--- src/rtl/fmap_stream_source.sv ---
// rtl/fmap_stream_source.sv - 3-channel pixel stream source fed from a synchronous frame RAM
// Optional zero-data flush tail after the last pixel: define FMAP_SRC_FLUSH_TAIL_EN.

module fmap_stream_source #(
   parameter int DATA_WIDTH = 32,
   parameter int WIDTH      = 224,
   parameter int HEIGHT     = 224,
   parameter int ADDR_WIDTH = 16
) (
   input  logic                  clk,
   input  logic                  resetn,
   input  logic                  start,
   input  logic                  pause,
   output logic                  mem_rd_en,
   output logic [ADDR_WIDTH-1:0] mem_addr,
   input  logic [DATA_WIDTH-1:0] mem_rdata_0,
   input  logic [DATA_WIDTH-1:0] mem_rdata_1,
   input  logic [DATA_WIDTH-1:0] mem_rdata_2,
   output logic [DATA_WIDTH-1:0] data_out_0,
   output logic [DATA_WIDTH-1:0] data_out_1,
   output logic [DATA_WIDTH-1:0] data_out_2,
   output logic                  valid_out,
   output logic                  busy,
   output logic                  done
);

   localparam logic [ADDR_WIDTH-1:0] LAST_IDX = ADDR_WIDTH'(WIDTH * HEIGHT - 1);

   typedef enum logic [2:0] {
      S_IDLE   = 3'd0,
      S_STREAM = 3'd1,
      S_DRAIN  = 3'd2,
`ifdef FMAP_SRC_FLUSH_TAIL_EN
      S_TAIL   = 3'd3,
`endif
      S_DONE   = 3'd4
   } state_t;

   state_t                  state_q, state_d;
   logic [ADDR_WIDTH-1:0]   cnt_q, cnt_d;
   logic                    rd_vld_q, rd_vld_d;
   logic                    out_vld_q, out_vld_d;
   logic [DATA_WIDTH-1:0]   data0_q, data0_d;
   logic [DATA_WIDTH-1:0]   data1_q, data1_d;
   logic [DATA_WIDTH-1:0]   data2_q, data2_d;
   logic                    issue;

`ifdef FMAP_SRC_FLUSH_TAIL_EN
   localparam int             TCW       = $clog2(WIDTH + 1);
   localparam logic [TCW-1:0] TAIL_LAST = TCW'(WIDTH);

   logic [TCW-1:0]          tail_cnt_q, tail_cnt_d;
`endif

   always_comb begin
      state_d = state_q;
      cnt_d   = cnt_q;
      issue   = 1'b0;
`ifdef FMAP_SRC_FLUSH_TAIL_EN
      tail_cnt_d = tail_cnt_q;
`endif
      case (state_q)
         S_IDLE: begin
            if (start) begin
               state_d = S_STREAM;
               cnt_d   = '0;
            end
         end
         S_STREAM: begin
            // Counter parks on the last index rather than wrapping past the frame.
            if (!pause) begin
               issue = 1'b1;
               if (cnt_q == LAST_IDX) begin
                  state_d = S_DRAIN;
               end else begin
                  cnt_d = cnt_q + ADDR_WIDTH'(1);
               end
            end
         end
         S_DRAIN: begin
            // No read left in the RAM stage: the final pixel is on valid_out this cycle.
            if (!rd_vld_q) begin
`ifdef FMAP_SRC_FLUSH_TAIL_EN
               state_d    = S_TAIL;
               tail_cnt_d = '0;
`else
               state_d = S_DONE;
`endif
            end
         end
`ifdef FMAP_SRC_FLUSH_TAIL_EN
         S_TAIL: begin
            if (tail_cnt_q == TAIL_LAST) begin
               state_d = S_DONE;
            end else begin
               tail_cnt_d = tail_cnt_q + TCW'(1);
            end
         end
`endif
         S_DONE: begin
            state_d = S_IDLE;
         end
         default: begin
            state_d = S_IDLE;
         end
      endcase
   end

   always_comb begin
      rd_vld_d  = issue;
      out_vld_d = rd_vld_q;
      data0_d   = rd_vld_q ? mem_rdata_0 : '0;
      data1_d   = rd_vld_q ? mem_rdata_1 : '0;
      data2_d   = rd_vld_q ? mem_rdata_2 : '0;
   end

   always_ff @(posedge clk) begin
      if (resetn) begin
         state_q   <= S_IDLE;
         cnt_q     <= '0;
         rd_vld_q  <= 1'b0;
         out_vld_q <= 1'b0;
         data0_q   <= '0;
         data1_q   <= '0;
         data2_q   <= '0;
      end else begin
         state_q   <= state_d;
         cnt_q     <= cnt_d;
         rd_vld_q  <= rd_vld_d;
         out_vld_q <= out_vld_d;
         data0_q   <= data0_d;
         data1_q   <= data1_d;
         data2_q   <= data2_d;
      end
   end

`ifdef FMAP_SRC_FLUSH_TAIL_EN
   always_ff @(posedge clk) begin
      if (resetn) begin
         tail_cnt_q <= '0;
      end else begin
         tail_cnt_q <= tail_cnt_d;
      end
   end
`endif

   assign mem_rd_en  = issue;
   assign mem_addr   = cnt_q;
   assign data_out_0 = data0_q;
   assign data_out_1 = data1_q;
   assign data_out_2 = data2_q;
   assign busy       = (state_q != S_IDLE);
   assign done       = (state_q == S_DONE);

   // Tail beats carry zero data: the data registers are already cleared once the pipeline drains.
`ifdef FMAP_SRC_FLUSH_TAIL_EN
   assign valid_out = out_vld_q | (state_q == S_TAIL);
`else
   assign valid_out = out_vld_q;
`endif

endmodule

--- config.mk ---
export PLATFORM = sky130hd
export DESIGN_NAME = fmap_stream_source
export DESIGN_NICKNAME = d
export VERILOG_FILES = /design/src/rtl/fmap_stream_source.sv
export SDC_FILE = /design/constraint.sdc
export NUM_CORES = 1
export LEC_CHECK = 0
export ABC_AREA = 1
export BUFFER_PORTS_ARGS = -buffer_cell sky130_fd_sc_hd__buf_2
export CORE_MARGIN = 2
export CORE_UTILIZATION = 45
export DETAILED_ROUTE_END_ITERATION = 10
export GPL_ROUTABILITY_DRIVEN = 0
export PLACE_DENSITY = 0.8
export SLEW_MARGIN = 5
export SYNTH_ARGS = -nofsm -noshare
export SYNTH_HDL_FRONTEND = slang
export SYNTH_SLANG_ARGS = --single-unit
--- constraint.sdc ---
create_clock -name clk -period 4.35 [get_ports clk]
set_clock_uncertainty 0.2 [all_clocks]
set_input_delay 0.87 -clock clk [delete_from_list [all_inputs] [get_ports clk]]
set_output_delay 0.87 -clock clk [all_outputs]
set_load 0.02 [all_outputs]
Word-level counts from Yosys, hierarchy flattened. Index checks and enable logic that the tools add are counted.

Add/sub/neg operators: 1. Eq/ne operators: 9. Muxes and demuxes: 11. Bitwise operators: 1. Reductions and logical operators: 6.

Operators by type and width (count): $mux W16 (3); $pmux W16 S2 (1); $add A16 B1 Y16 const B (1); $eq A16 B16 Y1 const B (1); $mux W3 (4); $ne A2 B2 Y1 const B (5); $pmux W3 S3 (1); $reduce_and A4 Y1 (2); $eq A3 B1 Y1 const B (1); $eq A3 B2 Y1 const B (1); $eq A3 B3 Y1 const B (1); $logic_not A3 Y1 (1); $reduce_bool A3 Y1 (1); $mux W1 (2); $reduce_bool A2 Y1 (1); $reduce_or A2 Y1 (1); $not A1 Y1 (1).

Register bits after elaboration: 117. Bits of input ports: 100. Output and inout port bits: 116. Word-level logic and storage cells: 35.

Longest topological paths before layout. Gate-level depths: netlist of run 1.

Depth after elaboration: 4. Depth in mapped cells: 10. Mapped depth without buffers: 10.

Least setup slack after synthesis of run 1. No wires, ideal clock.

Path type: input to output. From: in pause. To: out mem_rd_en. Arrival time: 1163 ps. Required time: 3280 ps. Slack: 2117 ps. Stages: 1. Path through: nor2_1.

Word-level cells in the longest chain between the ends: 2.

RTL lines: from (decl) (line 13) `input logic pause,`; $mux W1 (line 71) `if (!pause) begin`; $mux W1 (line 62) `case (state_q)`; to (decl) (line 14) `output logic mem_rd_en,`.

No other way between the ends.

Worst setup path after layout of run 1.
From: reg state_q[1]. To: out mem_rd_en.

Word-level cells in the longest chain between the ends: 2.

RTL lines: from (decl) (line 39) `state_t state_q, state_d;`; from (signal assigned) (line 127) `state_q <= state_d;`; $eq A3 B1 Y1 (line 62); $mux W1 (line 62).

No other way between the ends.

==> metrics, run 1 <==
Worst-Skew Late Latency=0.50 ns; internal power=2.221 mW; transition time at the pin with the least slew margin=0.5104 ns; proportion of synthesized chip area in sequential cells=0.5742; global routing met3 resource utilization=0.1012; share of post-route cells with drive strength above 1=0.3540; Syn-to-layout area delta=42.85%; min-delay src=out_vld_d; floorplan core area=8763 um^2; most common library cell in the layout ignoring fill and taps=sky130_fd_sc_hd__buf_2; Top Usage Layer GRT=met2; relative contribution of combinational cells to total power=0.207; Global Route Usage Sum=0.2103; CTS H-Tree Depth=4; share of flip-flops with an asynchronous set or reset=0; final period demand of the worst path=just over 3 ns; launch instance of the worst register-to-register path=state_q[1]; maximum number of pins on one net before global-route repair=70; post-CTS clock slew at the launch and capture registers of the worst setup and hold paths=0.06 ns; placement-stage worst setup slack=1.776 ns; met1 track utilization from global routing=0.2063; count of cells along the worst register-to-register path=8; Crit Path Class=reg2out; post-route setup slack=1.244 ns; global route overflow=0; required time at the endpoint of the critical path=3.28 ns; critical-path cell list=nor2_2 -> nand2_1 -> nor2_1 -> buf_2; clock tree from TritonCTS=built; Pre-Repair DR Iteration Count=5; Yosys cell types=29; kind of end point of the critical path=output pin; fraction of the cycle the final worst path needs=0.7140; Net Sw Frac=0.3181; hold buffer count at CTS=0; number of buffers inserted to repair setup after CTS=0; site row count=34; Sink Count=117; Final Max Tran Viols=0; estimated wirelength of the detail-placed design=7650 um; layout net count=845; status=complete, no violations; Final Non-Filler Cells=865; initial antenna violation count=0; DRC violation count after routing=0; final setup violation count=0; met2 Use GR=0.3763; number of endpoints with negative hold slack in the final report=0; leakage component of the power=3.383 nW; Total Neg Setup Slack=0 ns; Boundary Pins=216; slowest library cell on the worst path=sky130_fd_sc_hd__nand2_1; RSZ-0062 raised after global routing=false; setup slack on the worst flop-to-flop path=1.99 ns; clock tree buffer depth=2; Routed Wire Length=10350 um; sequential power share=0.374; cell at the root of the clock tree=sky130_fd_sc_hd__clkbuf_8; Vert. Die Dim=99.21 um; vias in the first global route=approximately 3900; Hold Crit Endpoint=valid_out; worst-case hold slack=0.2451 ns; Hold WC Path Type=reg2reg; gate family responsible for the most delay along the worst path=simple AND/OR/NAND/NOR gates; MaxCap Viol Count=0; violation count after the first detailed-route iteration=130; worst IR drop on VDD=0.3038 mV; Die Area=9842 um^2; count of placed standard cells including taps=833; starting utilization of the core area=0.4654; Seq cells post-synth=117; number of synthesized flops with an enable pin=0; synth warn=0; overall die width=just under 100 um; number of instances in the synthesized netlist=approximately 520; # diodes=0; top flip-flop cell by instance count after synthesis=sky130_fd_sc_hd__dfxtp_1; max-slew headroom at the worst pin=0.6594; buffers added on ports=215; mean routed wirelength per cell=11.97 um; maximum operating frequency=between 300 and 400 MHz; data arrival time of the worst path=2.04 ns; Hold Path Stages=2; Resize count post-CTS=0; sum of internal, switching and leakage power=around 3.3 mW; part of the total power dissipated in the clock network=0.419; global-route wire length before repair=16450 um; number of buffers created by CTS=17; Detail Route Antenna Nets=0; highest-count cells in the layout ignoring fill and taps=sky130_fd_sc_hd__buf_2 (215), sky130_fd_sc_hd__nor2_1 (135), sky130_fd_sc_hd__inv_1 (126); net count after synthesis=roughly 630; Cell Area, Synth=4079 um^2; Worst path max stage delay=0.42 ns; Net Sw Power=1.036 mW; worst-path fanout max=13; capture instance of the worst register-to-register path=mem_addr[7]; routed via count divided by cell count=4.494; worst path bufs/invs=1; power per cell area=559.1 nW/um^2; Startpoint Class=flip-flop; Avg Synthesized Cell Area=7.784 um^2; Via Count=3887
-- routing by layer --
metal | share of wire | vias up | wire length (um)
met5 | 0 | - | 0
met4 | 0.022 | 0 | 228
met3 | 0.096 | 22 | 997
met2 | 0.52 | 172 | 5362
met1 | 0.36 | 1734 | 3764
li1 | - | 1959 | -
-- worst register-to-register path, cell delays in order, from the launching register on --
cell and delay, ns:
sky130_fd_sc_hd__dfxtp_1 0.34, sky130_fd_sc_hd__nor2_2 0.41, sky130_fd_sc_hd__nand2_1 0.42, sky130_fd_sc_hd__inv_2 0.30
sky130_fd_sc_hd__nand2_1 0.13, sky130_fd_sc_hd__nand2_1 0.22, sky130_fd_sc_hd__nand3_1 0.12, sky130_fd_sc_hd__nand2_1 0.08
sky130_fd_sc_hd__nor2_1 0.05
-- cells by family (layout without fill, tap and decap cells) --
group	after synthesis	count (layout)	share of synthesized area
AND/OR/NAND/NOR	236	236	0.2463
buffers and inverters	147	380	0.1393
flip-flops	117	117	0.5742
AO/OA/AOI/OAI	21	21	0.03282
XOR/XNOR	2	2	0.004295
adder cells (fa/ha/maj)	1	1	0.003067
-- cell type report --
class / count / area [um^2]
sequential: 117 / 2342
multi-input combinational: 260 / 1169
clock buffer: 19 / 441.7
tap: 108 / 135.1
timing repair buffer: 216 / 1096
inverter: 132 / 495.5
clock inverter: 13 / 147.6
fill: 722 / 2937
-- flip-flops by register name, summed over array words and instances, names as in the netlist --
name        count
data_out_1     32
mem_addr       16
data_out_0     32
state_q         3
data_out_2     32
valid_out       1
out_vld_d       1
-- worst max path at each step --
stage	cells past startpoint	slack, ns	from	to
final	4	1.24	state_q[1]	mem_rd_en
after global routing	4	1.10	state_q[1]	mem_rd_en
after CTS	4	1.21	state_q[1]	mem_rd_en
after detailed placement	4	1.78	state_q[1]	mem_rd_en
after global placement	4	1.81	state_q[1]	mem_rd_en
after floorplan	1	2.12	pause	mem_rd_en
-- metrics by stage --
step           utilization  cell area, um^2
2_1_floorplan            -             4079
3_3_place_gp        0.5977             5238
3_5_place_dp        0.5977             5238
4_1_cts             0.6649             5827
5_1_grt             0.6649             5827
6_report            0.6649             5827
-- synthesized netlist by cell type, types with 2 or more instances --
| cell | n | area share |
|---|---|---|
| sky130_fd_sc_hd__clkbuf_1 | 9 | 0.0083 |
| sky130_fd_sc_hd__nand2_1 | 56 | 0.052 |
| sky130_fd_sc_hd__nand4_1 | 11 | 0.017 |
| sky130_fd_sc_hd__o21bai_1 | 2 | 0.0037 |
| sky130_fd_sc_hd__a31oi_1 | 2 | 0.0031 |
| sky130_fd_sc_hd__nor2_4 | 2 | 0.0055 |
| sky130_fd_sc_hd__clkinv_1 | 2 | 0.0018 |
| sky130_fd_sc_hd__a21oi_1 | 5 | 0.0061 |
| sky130_fd_sc_hd__nand3_1 | 18 | 0.022 |
| sky130_fd_sc_hd__o21ai_0 | 5 | 0.0061 |
| sky130_fd_sc_hd__buf_1 | 3 | 0.0028 |
| sky130_fd_sc_hd__inv_1 | 126 | 0.12 |
| sky130_fd_sc_hd__nor3_1 | 6 | 0.0074 |
| sky130_fd_sc_hd__inv_2 | 4 | 0.0037 |
| sky130_fd_sc_hd__dfxtp_1 | 117 | 0.57 |
| sky130_fd_sc_hd__nand3_4 | 2 | 0.0086 |
| sky130_fd_sc_hd__a21oi_2 | 5 | 0.011 |
| sky130_fd_sc_hd__nor2_1 | 135 | 0.12 |
| sky130_fd_sc_hd__nand2_2 | 4 | 0.0061 |
-- power by group through the flow --
stage               Combinational [mW]  Sequential, mW  Clock [mW]
floorplan                        0.417            1.32           0
global placement                 0.654            1.24           0
detailed placement               0.668            1.24           0
CTS                              0.675            1.22        1.39
global route                     0.753            1.23        1.44
finish                           0.675            1.22        1.36
Power figures use the tool's default switching activity.
==> run 2: changes to the inputs <==
--- a/config.mk
+++ b/config.mk
@@ -5,13 +5,13 @@
 export SDC_FILE = /design/constraint.sdc
 export NUM_CORES = 1
 export LEC_CHECK = 0
-export ABC_AREA = 1
+export ABC_AREA = 0
 export BUFFER_PORTS_ARGS = -buffer_cell sky130_fd_sc_hd__buf_2
 export CORE_MARGIN = 2
-export CORE_UTILIZATION = 45
+export CORE_UTILIZATION = 43
 export DETAILED_ROUTE_END_ITERATION = 10
 export GPL_ROUTABILITY_DRIVEN = 0
-export PLACE_DENSITY = 0.8
+export PLACE_DENSITY = 0.79
 export SLEW_MARGIN = 5
 export SYNTH_ARGS = -nofsm -noshare
 export SYNTH_HDL_FRONTEND = slang
==> constraint.sdc (replaced) <==
create_clock -name clk -period 3.06 [get_ports clk]
set_clock_uncertainty 0.2 [all_clocks]
set_input_delay 0.612 -clock clk [delete_from_list [all_inputs] [get_ports clk]]
set_output_delay 0.612 -clock clk [all_outputs]
set_load 0.02 [all_outputs]
==> metrics, run 2 <==
worst-case hold slack=0.1112 ns (-0.1339 ns); Worst path max stage delay=0.52 ns (+0.10 ns); max-slew headroom at the worst pin=0.5912 (-0.06819); complex-gate fraction of the synthesized area=0.07570 (+0.04288); DRC violation count after routing=0 (unchanged); vias in the first global route=2957 (-24%); Syn-to-layout area delta=47.65%; synth warn=0 (unchanged); relative contribution of combinational cells to total power=0.044 (-0.163); internal power=2.913 mW (+31%); critical-path cell list=nand2_1 -> nor2_1 -> buf_2; leakage component of the power=2.732 nW (-19%); top cells by instance count after synthesis=sky130_fd_sc_hd__dfxtp_1 (117), sky130_fd_sc_hd__and2_1 (96), sky130_fd_sc_hd__nor2_1 (18); Pre-Repair DR Iteration Count=4 (-1); number of instances in the synthesized netlist=348 (-34%); fraction of the cycle the final worst path needs=0.8688; area of the multi-input gates=1271 um^2 (+8.8%); Detail Route Antenna Nets=0 (unchanged); sequential power share=0.421 (+0.047); starting utilization of the core area=0.4461 (-0.01935); transition time at the pin with the least slew margin=0.6117 ns (+0.1014 ns); global route overflow=0 (unchanged); power per cell area=673.9 nW/um^2 (+21%); most common library cell in the layout ignoring fill and taps=sky130_fd_sc_hd__buf_2; Net Sw Power=0.7715 mW (-26%); number of buffers inserted to repair setup after CTS=0 (unchanged); worst-path fanout max=19 (+6); Die Area=9368 um^2 (-4.8%); top flip-flop cell by instance count after synthesis=sky130_fd_sc_hd__dfxtp_1; gate family responsible for the most delay along the worst path=simple AND/OR/NAND/NOR gates; top post-synthesis cells by area=sky130_fd_sc_hd__dfxtp_1 (63%), sky130_fd_sc_hd__and2_1 (16%), sky130_fd_sc_hd__nor2_1 (1.8%); mean routed wirelength per cell=13.35 um (+11%); share of post-route cells with drive strength above 1=0.4370 (+0.08293); highest-count cells in the layout ignoring fill and taps=sky130_fd_sc_hd__buf_2 (215), sky130_fd_sc_hd__dfxtp_1 (117), sky130_fd_sc_hd__and2_1 (96); main combinational cell family by area after synthesis=simple AND/OR/NAND/NOR gates; worst path bufs/invs=1 (unchanged); CTS H-Tree Depth=4 (unchanged); Final Max Tran Viols=0 (unchanged); buffers added on ports=215 (unchanged); RSZ-0062 raised after global routing=false; post-CTS clock slew at the launch and capture registers of the worst setup and hold paths=0.05 ns (about the same); Startpoint Class=flip-flop; layout net count=667 (-21%); Worst-Skew Late Latency=0.50 ns (about the same); Cell Area, Synth=3702 um^2 (-9.2%); cell at the root of the clock tree=sky130_fd_sc_hd__clkbuf_8; number of synthesized flops with an enable pin=0 (unchanged); Resize count post-CTS=0 (unchanged); Total Neg Setup Slack=0 ns (unchanged); share of flip-flops with an asynchronous set or reset=0 (unchanged); maximum number of pins on one net before global-route repair=89 (+27%); proportion of synthesized chip area in sequential cells=0.6326 (+0.05841); site row count=33 (-2.9%); Synth top area share=0.6326 (+0.05841); number of endpoints with negative hold slack in the final report=0 (unchanged); leading area contributor after synthesis=sky130_fd_sc_hd__dfxtp_1; data arrival time of the worst path=1.85 ns (-0.19 ns); global-route wire length before repair=14230 um (-13%); Net Sw Frac=0.2094 (-0.1087); Adder-Cell Fraction of Synth Area=0.003380 (+0.0003120); violation count after the first detailed-route iteration=108 (-17%); Routed Wire Length=9128 um (-12%); routed via count divided by cell count=4.624 (+2.9%); number of buffers created by CTS=17 (unchanged); final setup violation count=0 (unchanged); area taken by flip-flops and latches=2342 um^2 (unchanged); Via Count=3163 (-19%); overall die width=96.79 um (-2.4%); hold buffer count at CTS=0 (unchanged); initial antenna violation count=0 (unchanged); Sink Count=117 (unchanged); clock tree buffer depth=2 (unchanged); part of the total power dissipated in the clock network=0.535 (+0.116); slowest library cell on the worst path=sky130_fd_sc_hd__dfxtp_1; status=complete, no violations; number of filler cells placed in the layout=669 (-7.3%); Hold WC Path Type=in2reg; required time at the endpoint of the critical path=2.25 ns (-1.03 ns); Seq cells post-synth=117 (unchanged); simple-gate share of the synthesized area=0.2595 (+0.01323); fraction of synthesized cell area in xor and xnor cells=0 (-0.004294); maximum operating frequency=376.2 MHz; Yosys cell types=42 (+45%); worst IR drop on VDD=0.4072 mV (+34%); Avg Synthesized Cell Area=10.64 um^2 (+37%); Crit Path Class=reg2out; Vert. Die Dim=96.79 um (-2.4%); kind of end point of the critical path=output pin; final period demand of the worst path=2.658 ns; floorplan core area=8299 um^2 (-5.3%); estimated wirelength of the detail-placed design=6620 um (-13%); # diodes=0 (unchanged); net count after synthesis=449 (-28%); Boundary Pins=216 (unchanged); most repeated cell in the gate-level netlist after synthesis=sky130_fd_sc_hd__dfxtp_1; MaxCap Viol Count=0 (unchanged); multiplexer fraction of the synthesized cell area=0.002704 (+0.002704); clock tree from TritonCTS=built; Global Route Usage Sum=0.1899 (-0.02032)
==> run 2: layer usage <==
layer  vias to the layer above  track usage  share of wire
li1                       1584            -              -
met4                         0      0.08667          0.019
met3                        19      0.07948          0.086
met2                       143       0.3109           0.48
met1                      1417       0.2158           0.41
met5                         -            0              0
==> run 2: cells by family (layout without fill, tap and decap cells) <==
family                     Yosys count  after routing
AOI/OAI and AO/OA                   42             42
and+or+nand+nor                    164            164
DFF                                117            117
muxes                                1              1
buffers and inverters               23            254
adders and majority gates            1              1
==> run 2: worst reg2reg max path: stages (launching register included) <==
cell and delay, ns:
sky130_fd_sc_hd__dfxtp_1 0.52, sky130_fd_sc_hd__nand2_1 0.45, sky130_fd_sc_hd__a211o_2 0.50, sky130_fd_sc_hd__or3_1 0.37, sky130_fd_sc_hd__a21oi_1 0.12
==> run 2: power by group through the flow <==
stage               sequential [mW]  clock, mW  combinational [mW]
global route                   1.55       2.08               0.179
global placement               1.58          0               0.160
detailed placement             1.58          0               0.163
CTS                            1.55       2.01               0.165
floorplan                      1.61          0              0.0540
finish                         1.55       1.97               0.163
==> run 2: final cells by class <==
class                      instances  share of cell area
clock inverter                    10             0.02678
multi-input combinational        208              0.2325
tap                              105             0.02403
sequential                       117              0.4285
clock buffer                      22             0.08286
timing repair buffer             217              0.2019
inverter                           5            0.003433
==> run 2: final timing paths <==
check             startpoint             end  slack, ns  cells past startpoint
max               state_q[0]       mem_rd_en       0.40                      3
min reg2reg     mem_addr[13]    mem_addr[13]       0.31                      1
min          mem_rdata_0[23]  data_out_0[23]       0.11                      2
max reg2reg       state_q[0]     mem_addr[3]       0.83                      4
==> run 2: per-stage QoR <==
stage	setup WS (ns)	util	total power [mW]	area (um^2)	std cells
CTS	0.3680	0.6587	3.721	5466	684
global placement	0.8179	0.5865	1.744	4867	652
finish	0.4016	0.6587	3.684	5466	684
global route	0.2586	0.6587	3.815	5466	684
detailed placement	0.7591	0.5865	1.748	4867	652
floorplan	0.8780	-	1.659	3702	348
==> run 3: changes to the inputs <==
--- a/config.mk
+++ b/config.mk
@@ -8,10 +8,10 @@
 export ABC_AREA = 0
 export BUFFER_PORTS_ARGS = -buffer_cell sky130_fd_sc_hd__buf_2
 export CORE_MARGIN = 2
-export CORE_UTILIZATION = 43
+export CORE_UTILIZATION = 39
 export DETAILED_ROUTE_END_ITERATION = 10
 export GPL_ROUTABILITY_DRIVEN = 0
-export PLACE_DENSITY = 0.79
+export PLACE_DENSITY = 0.76
 export SLEW_MARGIN = 5
 export SYNTH_ARGS = -nofsm -noshare
 export SYNTH_HDL_FRONTEND = slang
==> constraint.sdc (replaced) <==
create_clock -name clk -period 2.2 [get_ports clk]
set_clock_uncertainty 0.2 [all_clocks]
set_input_delay 0.44 -clock clk [delete_from_list [all_inputs] [get_ports clk]]
set_output_delay 0.44 -clock clk [all_outputs]
set_load 0.02 [all_outputs]
==> metrics, run 3 (synthesis results as in run 2) <==
floorplan core area=9240 um^2 (+11%); launch instance of the worst register-to-register path=mem_addr[11]; clock tree from TritonCTS=built; violation count after the first detailed-route iteration=103 (-4.6%); Routed Wire Length=12010 um (+32%); post-route setup slack=0.05786 ns (-0.3437 ns); required time at the endpoint of the critical path=1.56 ns (-0.69 ns); Hold WC Path Type=in2reg; post-route cell area=6595 um^2 (+21%); Worst-Skew Late Latency=0.49 ns (about the same); data arrival time of the worst path=1.50 ns (-0.35 ns); status=complete, no violations; worst-path fanout max=7 (-12); kind of end point of the critical path=output pin; critical path launch point=state_q[0]; max-slew headroom at the worst pin=0.5406 (-0.05061); power per cell area=810.3 nW/um^2 (+20%); highest-count cells in the layout ignoring fill and taps=sky130_fd_sc_hd__buf_2 (213), sky130_fd_sc_hd__dfxtp_1 (114), sky130_fd_sc_hd__and2_1 (96), sky130_fd_sc_hd__dlygate4sd3_1 (96), sky130_fd_sc_hd__nor2_1 (17); maximum operating frequency=about 470 MHz; routed via count divided by cell count=4.543 (-1.8%); starting utilization of the core area=0.4007 (-0.04543); share of post-route cells with drive strength above 1=0.4003 (-0.03667); Global Route Usage Sum=0.2287 (+0.03879); leakage component of the power=3.214 nW (+18%); final period demand of the worst path=around 2.1 ns; overall die width=101.4 um (+4.8%); setup slack on the worst flop-to-flop path=0.10 ns (-0.73 ns); Final Max Tran Viols=0 (unchanged); global-route wire length before repair=18170 um (+28%); standard cell area after detailed placement=4952 um^2 (+1.7%); estimated wirelength of the detail-placed design=6906 um (+4.3%); maximum number of pins on one net before global-route repair=98 (+10%); Vert. Die Dim=101.4 um (+4.8%); cell with the most instances on the worst path=sky130_fd_sc_hd__buf_6; site row count=35 (+6.1%); critical-path cell list=buf_6 -> or3_4 -> buf_6; initial antenna violation count=0 (unchanged); Detail Route Antenna Nets=0 (unchanged); mean routed wirelength per cell=14.71 um (+10%); MaxCap Viol Count=0 (unchanged); Final Non-Filler Cells=816 (+19%); final setup violation count=0 (unchanged); fraction of the cycle the final worst path needs=0.9737; transition time at the pin with the least slew margin=0.6891 ns (+0.07739 ns); layout net count=775 (+16%); Boundary Pins=216 (unchanged); # diodes=0 (unchanged); Crit Path Class=reg2out; clock tree buffer depth=2 (unchanged); Worst path max stage delay=0.37 ns (-0.15 ns); Sink Count=117 (unchanged); number of buffers created by CTS=17 (unchanged); post-CTS clock slew at the launch and capture registers of the worst setup and hold paths=0.06 ns (about the same); DRC violation count after routing=0 (unchanged); Startpoint Class=flip-flop; CTS H-Tree Depth=4 (unchanged); Via Count=3707 (+17%); min-delay src=pause; share of the core filled with cells in the final layout=0.7137 (+0.05507); number of endpoints with negative hold slack in the final report=0 (unchanged); global route overflow=0 (unchanged); Die Area=10290 um^2 (+9.8%); worst path bufs/invs=2 (+1); Pre-Repair DR Iteration Count=5 (+1); cell at the root of the clock tree=sky130_fd_sc_hd__clkbuf_8; buffers added on ports=215 (unchanged); most common library cell in the layout ignoring fill and taps=sky130_fd_sc_hd__buf_2; gate family responsible for the most delay along the worst path=simple AND/OR/NAND/NOR gates; count of placed standard cells including taps=685 (+5.1%); vias in the first global route=3783 (+28%); placement-stage worst setup slack=0.09010 ns (-0.6690 ns); slowest library cell on the worst path=sky130_fd_sc_hd__or3_4; number of filler cells placed in the layout=619 (-7.5%); worst IR drop on VDD=0.5169 mV (+27%); Syn-to-layout area delta=78.13%
[run 3: metrics by stage]
stage / power [mW] / setup TNS [ns] / hold slack [ns]
detailed placement: 2.437 / 0 / 0.2784
global route: 5.551 / -0.009652 / 0.05422
floorplan: 2.308 / 0 / 0.2859
finish: 5.344 / 0 / 0.08034
global placement: 2.432 / 0 / 0.2614
CTS: 5.373 / 0 / 0.03189
[run 3: final timing paths]
check        cells after the start          end
max                              3         busy
min                              2    out_vld_d
max reg2reg                      6  mem_addr[6]
min reg2reg                      1   state_q[1]
[run 3: power by group]
group	switching [mW]	leakage [nW]	total (mW)	internal [mW]
combinational	0.161	1.97	0.396	0.235
clock	1.04	0.292	2.79	1.76
sequential	0.00960	0.947	2.15	2.14
[run 3: cell type report]
class                   count  area, um^2  area share
clock buffers              17       414.1     0.06280
clock inverters            15       191.4     0.02903
inverters                   5       18.77    0.002846
multi-input cells         209        1308      0.1983
flip-flops and latches    117        2351      0.3565
well taps                 129       161.4     0.02447
repair buffers            324        2151      0.3261
[run 3: per-layer routing]
metal	GRT usage	wire length [um]	part of all wire
met3	0.06625	843	0.070
met1	0.2420	4655	0.39
met4	0.08212	181	0.015
met5	0	0	0
met2	0.4289	6327	0.53
[run 3: repair_timing]
item	4_1_cts	5_1_grt
cloned	0	1
buffers inserted	0	2
endpoints found under the setup margin	2	11
resized for setup	3	13
endpoints found under the hold margin	96	0
pin swaps	0	2
hold buffers	96	0
